<file path="config.mk">
export PLATFORM = sky130hd
export DESIGN_NAME = wb_stream_port
export DESIGN_NICKNAME = d
export VERILOG_FILES = /design/src/rtl/wb_stream_port.sv
export SDC_FILE = /design/constraint.sdc
export NUM_CORES = 1
export LEC_CHECK = 0
export CORE_UTILIZATION = 35
export CTS_CLUSTER_DIAMETER = 30
export DETAILED_ROUTE_END_ITERATION = 8
export PLACE_DENSITY_LB_ADDON = 0.2
export SLEW_MARGIN = 40
export SYNTH_ARGS = -nofsm -noshare
export SYNTH_HDL_FRONTEND = slang
export SYNTH_SLANG_ARGS = --single-unit
</file>
<file path="constraint.sdc">
create_clock -name i_clk -period 6.7 [get_ports i_clk]
set_clock_uncertainty 0.15 [all_clocks]
set_input_delay 1.34 -clock i_clk [delete_from_list [all_inputs] [get_ports i_clk]]
set_output_delay 1.34 -clock i_clk [all_outputs]
set_load 0.01 [all_outputs]
</file>
<file path="src/rtl/wb_stream_port.sv">
// Wishbone B4 classic slave exposing a byte-stream port: DATA writes feed an AXIS master,
// AXIS slave bytes are popped by DATA reads. Each direction is buffered by a 2**DEPTH_LOG2 FIFO.
module wb_stream_port #(
    parameter int DEPTH_LOG2    = 4,
    parameter int WB_DATA_WIDTH = 32,
    parameter int WB_ADDR_WIDTH = 32
) (
    input  logic                     i_clk,
    input  logic                     i_rst_n,
    input  logic [WB_ADDR_WIDTH-1:0] wb_adr_i,
    input  logic [WB_DATA_WIDTH-1:0] wb_dat_i,
    output logic [WB_DATA_WIDTH-1:0] wb_dat_o,
    input  logic                     wb_we_i,
    input  logic [3:0]               wb_sel_i,
    input  logic                     wb_stb_i,
    input  logic                     wb_cyc_i,
    output logic                     wb_ack_o,
    output logic                     wb_err_o,
    output logic                     wb_rty_o,
    input  logic [7:0]               s_axis_tdata,
    input  logic                     s_axis_tvalid,
    output logic                     s_axis_tready,
    output logic [7:0]               m_axis_tdata,
    output logic                     m_axis_tvalid,
    input  logic                     m_axis_tready
);

    localparam int             DEPTH      = 1 << DEPTH_LOG2;
    localparam int             CW         = DEPTH_LOG2 + 1;
    localparam logic [CW-1:0]  FULL_COUNT = CW'(DEPTH);
    localparam logic [1:0]     REG_DATA   = 2'd0;
    localparam logic [1:0]     REG_STATUS = 2'd1;
    localparam logic [1:0]     REG_CTRL   = 2'd2;

    logic [7:0]            tx_mem [DEPTH];
    logic [DEPTH_LOG2-1:0] tx_wr_ptr, tx_rd_ptr;
    logic [CW-1:0]         tx_count;
    logic [7:0]            rx_mem [DEPTH];
    logic [DEPTH_LOG2-1:0] rx_wr_ptr, rx_rd_ptr;
    logic [CW-1:0]         rx_count;
    logic                  tx_enable, tx_err;

    logic tx_full, tx_empty, rx_full, rx_empty;
    logic req, data_wr, tx_push, tx_overflow, tx_pop, tx_flush;
    logic rx_pop, rx_push, rx_flush, ctrl_wr, status_clr, err_cycle;
    logic [1:0] reg_sel;
    logic [WB_DATA_WIDTH-1:0] rd_data;
    logic unused_bits;

    assign tx_full  = (tx_count == FULL_COUNT);
    assign tx_empty = (tx_count == '0);
    assign rx_full  = (rx_count == FULL_COUNT);
    assign rx_empty = (rx_count == '0);

    // A request is only accepted while no response is on the bus, so a held
    // strobe produces one ack/err every other cycle.
    assign req     = wb_stb_i & wb_cyc_i & ~(wb_ack_o | wb_err_o);
    assign reg_sel = wb_adr_i[3:2];

    assign data_wr     = req & wb_we_i & (reg_sel == REG_DATA) & wb_sel_i[0];
    assign tx_push     = data_wr & ~tx_full;
    assign tx_overflow = data_wr & tx_full;
    assign ctrl_wr     = req & wb_we_i & (reg_sel == REG_CTRL);
    assign tx_flush    = ctrl_wr & wb_dat_i[1];
    assign rx_flush    = ctrl_wr & wb_dat_i[2];
    assign status_clr  = req & wb_we_i & (reg_sel == REG_STATUS) & wb_dat_i[4];
    assign rx_pop      = req & ~wb_we_i & (reg_sel == REG_DATA) & ~rx_empty;
    assign err_cycle   = tx_overflow | (req & (reg_sel == 2'd3));

    // AXIS: a byte moves when tvalid & tready are both high at a rising edge; the
    // source holds tdata stable while tvalid is high and tready is low.
    assign tx_pop        = (~m_axis_tvalid | m_axis_tready) & tx_enable & ~tx_empty & ~tx_flush;
    assign s_axis_tready = ~rx_full;
    assign rx_push       = s_axis_tvalid & s_axis_tready;
    assign wb_rty_o      = 1'b0;

    assign unused_bits = ^{wb_adr_i[WB_ADDR_WIDTH-1:4], wb_adr_i[1:0],
                           wb_dat_i[WB_DATA_WIDTH-1:8], wb_sel_i[3:1]};

    always_comb begin
        rd_data = '0;
        case (reg_sel)
            REG_DATA: begin
                if (!rx_empty) begin
                    rd_data[WB_DATA_WIDTH-1] = 1'b1;
                    rd_data[7:0]             = rx_mem[rx_rd_ptr];
                end
            end
            REG_STATUS: begin
                rd_data[0]       = tx_full;
                rd_data[1]       = tx_empty;
                rd_data[2]       = rx_full;
                rd_data[3]       = rx_empty;
                rd_data[4]       = tx_err;
                rd_data[8 +: CW]  = tx_count;
                rd_data[16 +: CW] = rx_count;
            end
            REG_CTRL: rd_data[0] = tx_enable;
            default:  rd_data = '0;
        endcase
    end

    always_ff @(posedge i_clk or negedge i_rst_n) begin
        if (!i_rst_n) begin
            wb_ack_o  <= 1'b0;
            wb_err_o  <= 1'b0;
            wb_dat_o  <= '0;
            tx_enable <= 1'b1;
            tx_err    <= 1'b0;
        end else begin
            wb_ack_o <= req & ~err_cycle;
            wb_err_o <= err_cycle;
            wb_dat_o <= (req & ~wb_we_i & ~err_cycle) ? rd_data : '0;
            if (ctrl_wr)
                tx_enable <= wb_dat_i[0];
            if (tx_overflow)
                tx_err <= 1'b1;
            else if (status_clr)
                tx_err <= 1'b0;
        end
    end

    always_ff @(posedge i_clk) begin
        if (tx_push & ~tx_flush)
            tx_mem[tx_wr_ptr] <= wb_dat_i[7:0];
        if (rx_push & ~rx_flush)
            rx_mem[rx_wr_ptr] <= s_axis_tdata;
    end

    always_ff @(posedge i_clk or negedge i_rst_n) begin
        if (!i_rst_n) begin
            tx_wr_ptr <= '0;
            tx_rd_ptr <= '0;
            tx_count  <= '0;
        end else if (tx_flush) begin
            tx_wr_ptr <= '0;
            tx_rd_ptr <= '0;
            tx_count  <= '0;
        end else begin
            if (tx_push)
                tx_wr_ptr <= tx_wr_ptr + 1'b1;
            if (tx_pop)
                tx_rd_ptr <= tx_rd_ptr + 1'b1;
            case ({tx_push, tx_pop})
                2'b10:   tx_count <= tx_count + 1'b1;
                2'b01:   tx_count <= tx_count - 1'b1;
                default: tx_count <= tx_count;
            endcase
        end
    end

    // The output register keeps its byte across flushes and tx_enable=0; only a
    // handshake with nothing to reload drops tvalid.
    always_ff @(posedge i_clk or negedge i_rst_n) begin
        if (!i_rst_n) begin
            m_axis_tvalid <= 1'b0;
            m_axis_tdata  <= '0;
        end else if (tx_pop) begin
            m_axis_tvalid <= 1'b1;
            m_axis_tdata  <= tx_mem[tx_rd_ptr];
        end else if (m_axis_tready) begin
            m_axis_tvalid <= 1'b0;
        end
    end

    always_ff @(posedge i_clk or negedge i_rst_n) begin
        if (!i_rst_n) begin
            rx_wr_ptr <= '0;
            rx_rd_ptr <= '0;
            rx_count  <= '0;
        end else if (rx_flush) begin
            rx_wr_ptr <= '0;
            rx_rd_ptr <= '0;
            rx_count  <= '0;
        end else begin
            if (rx_push)
                rx_wr_ptr <= rx_wr_ptr + 1'b1;
            if (rx_pop)
                rx_rd_ptr <= rx_rd_ptr + 1'b1;
            case ({rx_push, rx_pop})
                2'b10:   rx_count <= rx_count + 1'b1;
                2'b01:   rx_count <= rx_count - 1'b1;
                default: rx_count <= rx_count;
            endcase
        end
    end

endmodule

</file>
# ---- After elaboration in Yosys (flattened, before gate mapping)
# Memories as Yosys holds them, arrays and structs flattened. A register that Yosys moved wholly into a read port is not among the register bits.
# Cells that the tools add are included.
dict set report totals {
  ram_bits 256
  inputBits 83
  mem_count 2
  out_inout_bits 45
  regBits 63
}
# name depth width rd rd_ports_with_merged_regs write_ports line
set memory_table {}
lappend memory_table {rx_mem 16 8 1 0 1 38} ;# logic [7:0] rx_mem [DEPTH];
lappend memory_table {tx_mem 16 8 1 1 1 35} ;# logic [7:0] tx_mem [DEPTH];
dict set report classes {
  n_eq_ne 9
  addsub 8
  bitwise 37
  reduce_logical 12
  mux 29
}
# cell count
set ops {}
lappend ops {{32-bit two-way mux} 1}
lappend ops {{4-bit two-way mux} 8}
lappend ops {{1-bit bitwise AND} 24}
lappend ops {{5-bit two-way mux} 4}
lappend ops {{5-bit one-hot mux with 2 select lines} 2}
lappend ops {{4-bit by 1-bit adder with 4-bit output (second input constant)} 4}
lappend ops {{2-bit nonzero test} 6}
lappend ops {{5-bit by 1-bit adder with 5-bit output (second input constant)} 2}
lappend ops {{5-bit == test (second input constant)} 2}
lappend ops {{5-bit logical NOT} 2}
lappend ops {{1-bit two-way mux} 10}
lappend ops {{1-bit NOT} 10}
lappend ops {{5-bit by 1-bit subtractor with 5-bit output (second input constant)} 2}
lappend ops {{2-bit == test (second input constant)} 4}
lappend ops {{8-bit two-way mux} 1}
lappend ops {{4-bit one-hot mux with 2 select lines} 1}
lappend ops {{2-bit by 1-bit == test with 1-bit output (second input constant)} 3}
lappend ops {{3-bit nonzero test} 2}
lappend ops {{3-bit two-way mux} 1}
lappend ops {{1-bit OR} 3}
lappend ops {{1-bit one-hot mux with 3 select lines} 1}
lappend ops {{2-bit logical NOT} 1}
lappend ops {{1-bit logical NOT} 1}

# ---- Logic depth before layout (Yosys ltp)
# Gate-level depths: netlist (run 1).
dict set report logic_depth {
  ltp_word 11
  depth_mapped 11
  mapped_depth_nobuf 10
}

# ---- Worst setup path after synthesis (run 1)
# No wires, ideal clock.
dict set report synth_timing {
  path_kind {input port to flip-flop}
  start {input wb_adr_i[3]}
  end {register tx_count[4]}
  setup_ps 137
  path_stages 10
  t_arrival_ps 3382
  setup_slack_ps 3031
  path_buffers 1
  cell_sequence {clkbuf_1 -> nor3b_1 -> a22o_1 -> a21oi_2 -> xor2_1 -> ha_1 -> o31ai_1 -> nand2b_1 -> a2111oi_0 -> nor3_1}
}
dict set report synth_via {
  elab_chain_len 8
  word_cells_on_any_way 14
}
# element line
set synth_lines {}
lappend synth_lines {{start, declared} 10} ;# input logic [WB_ADDR_WIDTH-1:0] wb_adr_i,
lappend synth_lines {{2-bit == test} 63} ;# assign ctrl_wr = req & wb_we_i & (reg_sel == REG_CTRL);
lappend synth_lines {{1-bit bitwise AND} 63}
lappend synth_lines {{1-bit bitwise AND} 64} ;# assign tx_flush = ctrl_wr & wb_dat_i[1];
lappend synth_lines {{1-bit NOT} 72} ;# assign tx_pop = (~m_axis_tvalid | m_axis_tready) & tx_enable & ~tx_empty & ~tx_flush;
lappend synth_lines {{1-bit bitwise AND} 72}
lappend synth_lines {{2-bit by 1-bit == test with 1-bit output or 2-bit == test (tied branches)} 144} ;# case ({tx_push, tx_pop})
lappend synth_lines {{5-bit one-hot mux with 2 select lines} 144}
lappend synth_lines {{5-bit two-way mux} 135} ;# end else if (tx_flush) begin
lappend synth_lines {{end signal, assigned} 145} ;# 2'b10: tx_count <= tx_count + 1'b1;
lappend synth_lines {{end signal, assigned} 146} ;# 2'b01: tx_count <= tx_count - 1'b1;
lappend synth_lines {{end signal, assigned} 147} ;# default: tx_count <= tx_count;
lappend synth_lines {{end, declared} 37} ;# logic [CW-1:0] tx_count;
# Several ways; a longest one is shown, not always the timed one.
# A chain may end at the register's enable or synchronous reset.

# ---- Final worst setup path (run 1)
dict set report layout_timing {
  start {input wb_adr_i[2]}
  end {register tx_count[4]}
}
# The elaborated chain is that of the path after synthesis.

==> run_results.csv, run 1 <==
group,metric,value,unit
route,wire_per_inst,21.2,um
die,fp.dieArea,37400,um^2
cells_and_area,final-seq-area,9140,um^2
logic_synthesis,yosys_warnings,0,
grt,first_global_vias,7030,
sta,drv_slew,0,
setup_path,r2r-start,"rx_count[1]",
setup_path,cp_slowest_cell,"nor3b_1",
setup_path,crit_path_end_kind,"flop",
placement,dp.cells,1187,
setup_path,critPathBufInv,1,
logic_synthesis,synthFlopType,"edfxtp_1",
job,drv_cap,0,
setup_path,cp.arrival,4.46,ns
die,start_util,0.358,
logic_synthesis,netlist_area,12800,um^2
sta,tns,0,ns
die,ios,128,
die,core,35800,um^2
logic_synthesis,synth_edf_count,256,
logic_synthesis,yosysTopAreaCellShare,0.599,
sta,fmax,242,MHz
setup_path,critical_path_class,"in2reg",
power,clock_power_share,0.441,
logic_synthesis,synth_area_leaders,"edfxtp_1 60%, mux4_2 14%, dfrtp_1 11%",
status,status,"complete, but fails checks",
cells_and_area,multi_input_area,3440,um^2
route,drtAntennaViolNets,0,
min_path,min_from,"m_axis_tdata[7]",
logic_synthesis,netlist_instances,689,
placement,dpl.hpwl,17.1,mm
logic_synthesis,synth_cell_types,59,
power,p_leak,0.00553,uW
cells_and_area,area_delta_synth_final,24.9,%
placement,io_buffers,56,
sta,hold_ws,0.359,ns
clock_network,path_clk_slew,0.05,ns
sta,fin_crit_sh,0.616,
power,cellPowerDensity,430,nW/um^2
min_path,worstHoldPathType,"reg2reg",
clock_network,cts_max_level,2,
power,power,6890,uW
setup_path,required,7.04,ns
cells_and_area,stdcell_area,16000,um^2
logic_synthesis,synth_seq_cells,314,
cells_and_area,nNetsFinal,888,
placement,place_area,13900,um^2
power,ir_worst_vdd,279,uV
die,fp.dieH,193,um
setup_path,cp-start-kind,"input port",
power,switching_share,0.277,
placement,place.gp.congestion,0.793,
cells_and_area,fillers,3028,
sta,relSlewSlack,0.502,
sta,fin_crit,4.13,ns
logic_synthesis,synth_area_per_cell,18.6,um^2
logic_synthesis,seq_area_frac_synth,0.713,
route,drt_iter0_drc,437,
setup_path,crit_chain,"clkdlybuf4s50_1 > nor3b_1 > a22o_1 > a21oi_2 > xor2_1 > ha_1 > o31ai_1 > nand2b_1 > a2111oi_0 > nor3_1",
power,combinationalPowerShare,0.201,
clock_network,hold_buffers,0,
setup_path,crit_start,"wb_adr_i[2]",
sta,finalHoldViolCount,0,
logic_synthesis,synth_area_leader_cell,"edfxtp_1",
sta,rsz0062_at_grt,"no",
clock_network,cts_tree,"built",
clock_network,clk_latency,0.62,ns
clock_network,cts_buffers,61,
clock_network,cts.sinks,314,
die,num_rows,69,
die,die_w,193,um
cells_and_area,final_common_cell,"edfxtp_1",
route,vias,6579,
setup_path,cp_max_fo,16,
sta,tightest_slew,0.746,ns
power,switching_power,1910,uW
clock_network,clockBufferDepth,3,
clock_network,root_buffer,"clkbuf_16",
grt,grt_max_degree,59,
setup_path,slowest_delay,0.70,ns
grt,antenna_found_initial,1,
power,power_report.internal_total,4980,uW
route,drt_first_pass_iters,7,
route,wirelength,27.6,mm
cells_and_area,stdcell_count,1301,
cells_and_area,final_cell_mix,"256 x edfxtp_1, 80 x mux4_2, 61 x clkbuf_16",
status,violations,"DRC",
grt,grt_pass1_wl,42.2,mm
route,viasPerCell,5.06,
cells_and_area,drive_gt1_frac,0.270,
setup_path,cp_top_family,"compound AO/OA/AOI/OAI gates",
cells_and_area,diodes,0,
grt,grt.total_usage,0.152,
power,pwr-share-seq,0.358,
clock_network,post_cts_buffers,0,
logic_synthesis,ys_async_sr_fraction,0.185,
route,drc,3,
clock_network,cts_repair_resize_count,0,
grt,overflow,0,
sta,setup_viol,0,
[kinds of logic after synthesis]
kind of cell	after synthesis	share of synthesized area
simple gates	139	0.0574
flops	314	0.713
fa+ha+maj	16	0.0162
xor+xnor	19	0.0130
compound gates	45	0.0255
other cells	1	0.000292
mux	92	0.151
buf+inv	63	0.0245
[metrics by stage]
step / utilization / setup slack [ns]
after floorplan: - / 3.03
after global placement: 0.387 / 2.10
after detailed placement: 0.388 / 1.97
after CTS: 0.447 / 2.62
after global routing: 0.447 / 2.32
final: 0.447 / 2.57
[flip-flops by register name, indices dropped and copies added (netlist names), 4 cells and up]
| name | count |
|---|---|
| rx_mem | 128 |
| tx_mem | 128 |
| wb_dat_o | 19 |
| m_axis_tdata | 8 |
| rx_count | 5 |
| tx_count | 5 |
| rx_rd_ptr | 4 |
| rx_wr_ptr | 4 |
| tx_rd_ptr | 4 |
| tx_wr_ptr | 4 |
[layout make-up]
type,count,area share
multi-input cells,325,0.215
flip-flops and latches,314,0.571
well taps,461,0.0360
inverters,15,0.00352
clock buffers,66,0.0965
clock inverters,48,0.0358
repair buffers,72,0.0424
[synth_stat cells, types with 3 or more instances]
cell type / count
nor3b_1: 3
inv_1: 14
dfrtp_1: 57
a211oi_1: 3
nor2_1: 40
a22o_1: 3
nor3_1: 11
o21ai_0: 6
buf_2: 11
buf_1: 3
mux4_2: 80
ha_1: 15
nand4_1: 6
nor4_1: 8
and3_1: 3
nand2_1: 23
mux2i_1: 3
a21oi_1: 9
edfxtp_1: 256
a21o_1: 4
nand2b_1: 4
xnor2_1: 8
and2_1: 29
buf_4: 15
xor2_1: 11
clkbuf_1: 18
mux2_2: 9
[routing by layer]
layer	track usage	vias up	share of wire
met5	0	-	0.00062
met1	0.189	3431	0.42
met3	0.0356	52	0.048
met2	0.253	167	0.51
li1	-	2927	-
met4	0.0690	2	0.026
[final timing paths]
check | cells past startpoint | to | slack (ns)
hold / removal | 1 | m_axis_tdata[7] | 0.36
hold reg to reg | 1 | m_axis_tdata[7] | 0.36
min in group asynchronous | 2 | m_axis_tdata[2] | 0.61
setup reg to reg | 10 | rx_count[4] | 3.39
max in group asynchronous | 2 | rx_rd_ptr[0] | 5.30
setup / recovery | 10 | tx_count[4] | 2.57
[power groups by stage]
stage | clock network, uW | logic (uW) | registers, uW
floorplan | 0 | 1050 | 2420
global placement | 0 | 1360 | 2490
detailed placement | 0 | 1400 | 2510
CTS | 3100 | 1410 | 2470
global route | 3180 | 1510 | 2490
finish | 3040 | 1390 | 2470
No activity file was read; power rests on OpenSTA's default activity.
==> inputs of run 2 (changes only) <==
clock period = 3.7 ns   (was 6.7 ns; I/O delays follow)
==> run 2 against run 1 <==
- the run still ends with DRC left
- first-iteration DRC count decreased by 2.5%
- via count increased by 0.81%
- power increased by 86%
- final cell count increased by 3.7%
- wire length decreased by 0.33%
==> run_results.csv, run 2 (same netlist as run 1, synthesis figures left out) <==
group,metric,value,unit
route,drt_first_pass_iters,7,
grt,grt_pass1_wl,42.6,mm
route,drtAntennaViolNets,0,
sta,hold_ws,0.00141,ns
setup_path,critical_path_class,"reg2reg",
cells_and_area,stdcell_count,1349,
clock_network,hold_buffers,0,
grt,overflow,0,
placement,dp.cells,1223,
power,power,12800,uW
setup_path,cp.arrival,3.42,ns
route,viasPerCell,4.92,
sta,rsz0062_at_grt,"no",
grt,grt_max_degree,37,
sta,relSlewSlack,0.470,
min_path,worstHoldPathType,"in2async",
cells_and_area,reg_top3,"rx_mem x128, tx_mem x128, wb_dat_o x19",
power,cellPowerDensity,782,nW/um^2
clock_network,cts_buffers,68,
sta,drv_slew,0,
status,violations,"DRC",
cells_and_area,final_util,0.458,
route,drt_iter0_drc,426,
setup_path,crit_path_end_kind,"flop",
die,fp.dieH,193,um
cells_and_area,area_delta_synth_final,28.0,%
cells_and_area,drive_gt1_frac,0.291,
die,die_w,193,um
cells_and_area,final_cell_mix,"256 x edfxtp_1, 80 x mux4_2, 72 x clkbuf_16",
cells_and_area,multi_input_area,3420,um^2
placement,dpl.hpwl,18.0,mm
route,wirelength,27.5,mm
placement,place.gp.congestion,0.821,
die,start_util,0.358,
clock_network,path_clk_slew,0.04,ns
route,vias,6632,
job,drv_cap,0,
grt,antenna_found_initial,0,
clock_network,root_buffer,"clkbuf_16",
setup_path,cp_max_fo,10,
cells_and_area,final_common_cell,"edfxtp_1",
die,ios,128,
sta,fin_crit,3.15,ns
grt,grt.total_usage,0.153,
sta,tns,0,ns
power,ir_worst_vdd,362,uV
cells_and_area,diodes,0,
status,status,"complete, but fails checks",
die,core,35800,um^2
clock_network,clk_latency,0.56,ns
sta,finalHoldViolCount,0,
clock_network,cts_repair_resize_count,0,
sta,fin_crit_sh,0.852,
sta,fmax,317,MHz
cells_and_area,nNetsFinal,931,
die,num_rows,69,
clock_network,cts_max_level,3,
sta,tightest_slew,0.795,ns
setup_path,cp-start-kind,"flop",
power,p_leak,0.00583,uW
clock_network,cts_tree,"built",
setup_path,required,3.97,ns
placement,io_buffers,56,
die,fp.dieArea,37400,um^2
clock_network,clockBufferDepth,3,
grt,first_global_vias,7227,
clock_network,post_cts_buffers,0,
sta,setup_viol,0,
route,wire_per_inst,20.4,um
cells_and_area,final-seq-area,9140,um^2
cells_and_area,fillers,3020,
clock_network,cts.sinks,314,
route,drc,3,
==> run 2: routing by layer <==
metal / vias up / track usage / part of all wire
met5: - / 0 / 0
met4: 0 / 0.0690 / 0.027
met3: 57 / 0.0408 / 0.047
met2: 161 / 0.243 / 0.49
met1: 3395 / 0.196 / 0.44
li1: 3019 / - / -
==> run 2: critical path, stage by stage, from the launching register on <==
cell and delay, ns:
dfrtp_1 0.48, or4_4 0.60, a22o_1 0.26, a21oi_2 0.33
xor2_1 0.13, ha_1 0.23, o31ai_1 0.24, nand2b_1 0.11
a2111oi_0 0.41, nor3_1 0.09
==> run 2: through the flow <==
step | setup WS [ns] | instance area, um^2
detailed placement | 0.0598 | 14200
global placement | 0.0722 | 14200
floorplan | 0.631 | 12900
CTS | 0.596 | 16400
finish | 0.546 | 16400
global route | 0.377 | 16400
==> run 2: worst paths after layout <==
kind                                 start         endpoint  slack [ns]  cells after the start
min reg2reg                m_axis_tdata[0]  m_axis_tdata[0]        0.36                      1
max reg2reg                    tx_count[1]      tx_count[4]        0.55                      9
max                            tx_count[1]      tx_count[4]        0.55                      9
min in group i_clk         m_axis_tdata[0]  m_axis_tdata[0]        0.36                      1
max in group asynchronous          i_rst_n        tx_enable        2.64                      2
min                                i_rst_n  m_axis_tdata[2]       0.001                      1
==> run 2: area by class of cell <==
cell class | count | share of cell area
clock buffers | 86 | 0.114
clock inverters | 40 | 0.0233
inverters | 15 | 0.00343
multi-input cells | 325 | 0.208
flip-flops and latches | 314 | 0.557
well taps | 461 | 0.0351
repair buffers | 108 | 0.0593
==> run 2: where the power goes <==
| part | total, uW | internal, uW | leakage (uW) | switching (uW) |
|---|---|---|---|---|
| Combinational | 2500 | 1370 | 0.00168 | 1130 |
| Clock | 5780 | 3910 | 0.00109 | 1870 |
| Sequential | 4570 | 4160 | 0.00305 | 407 |
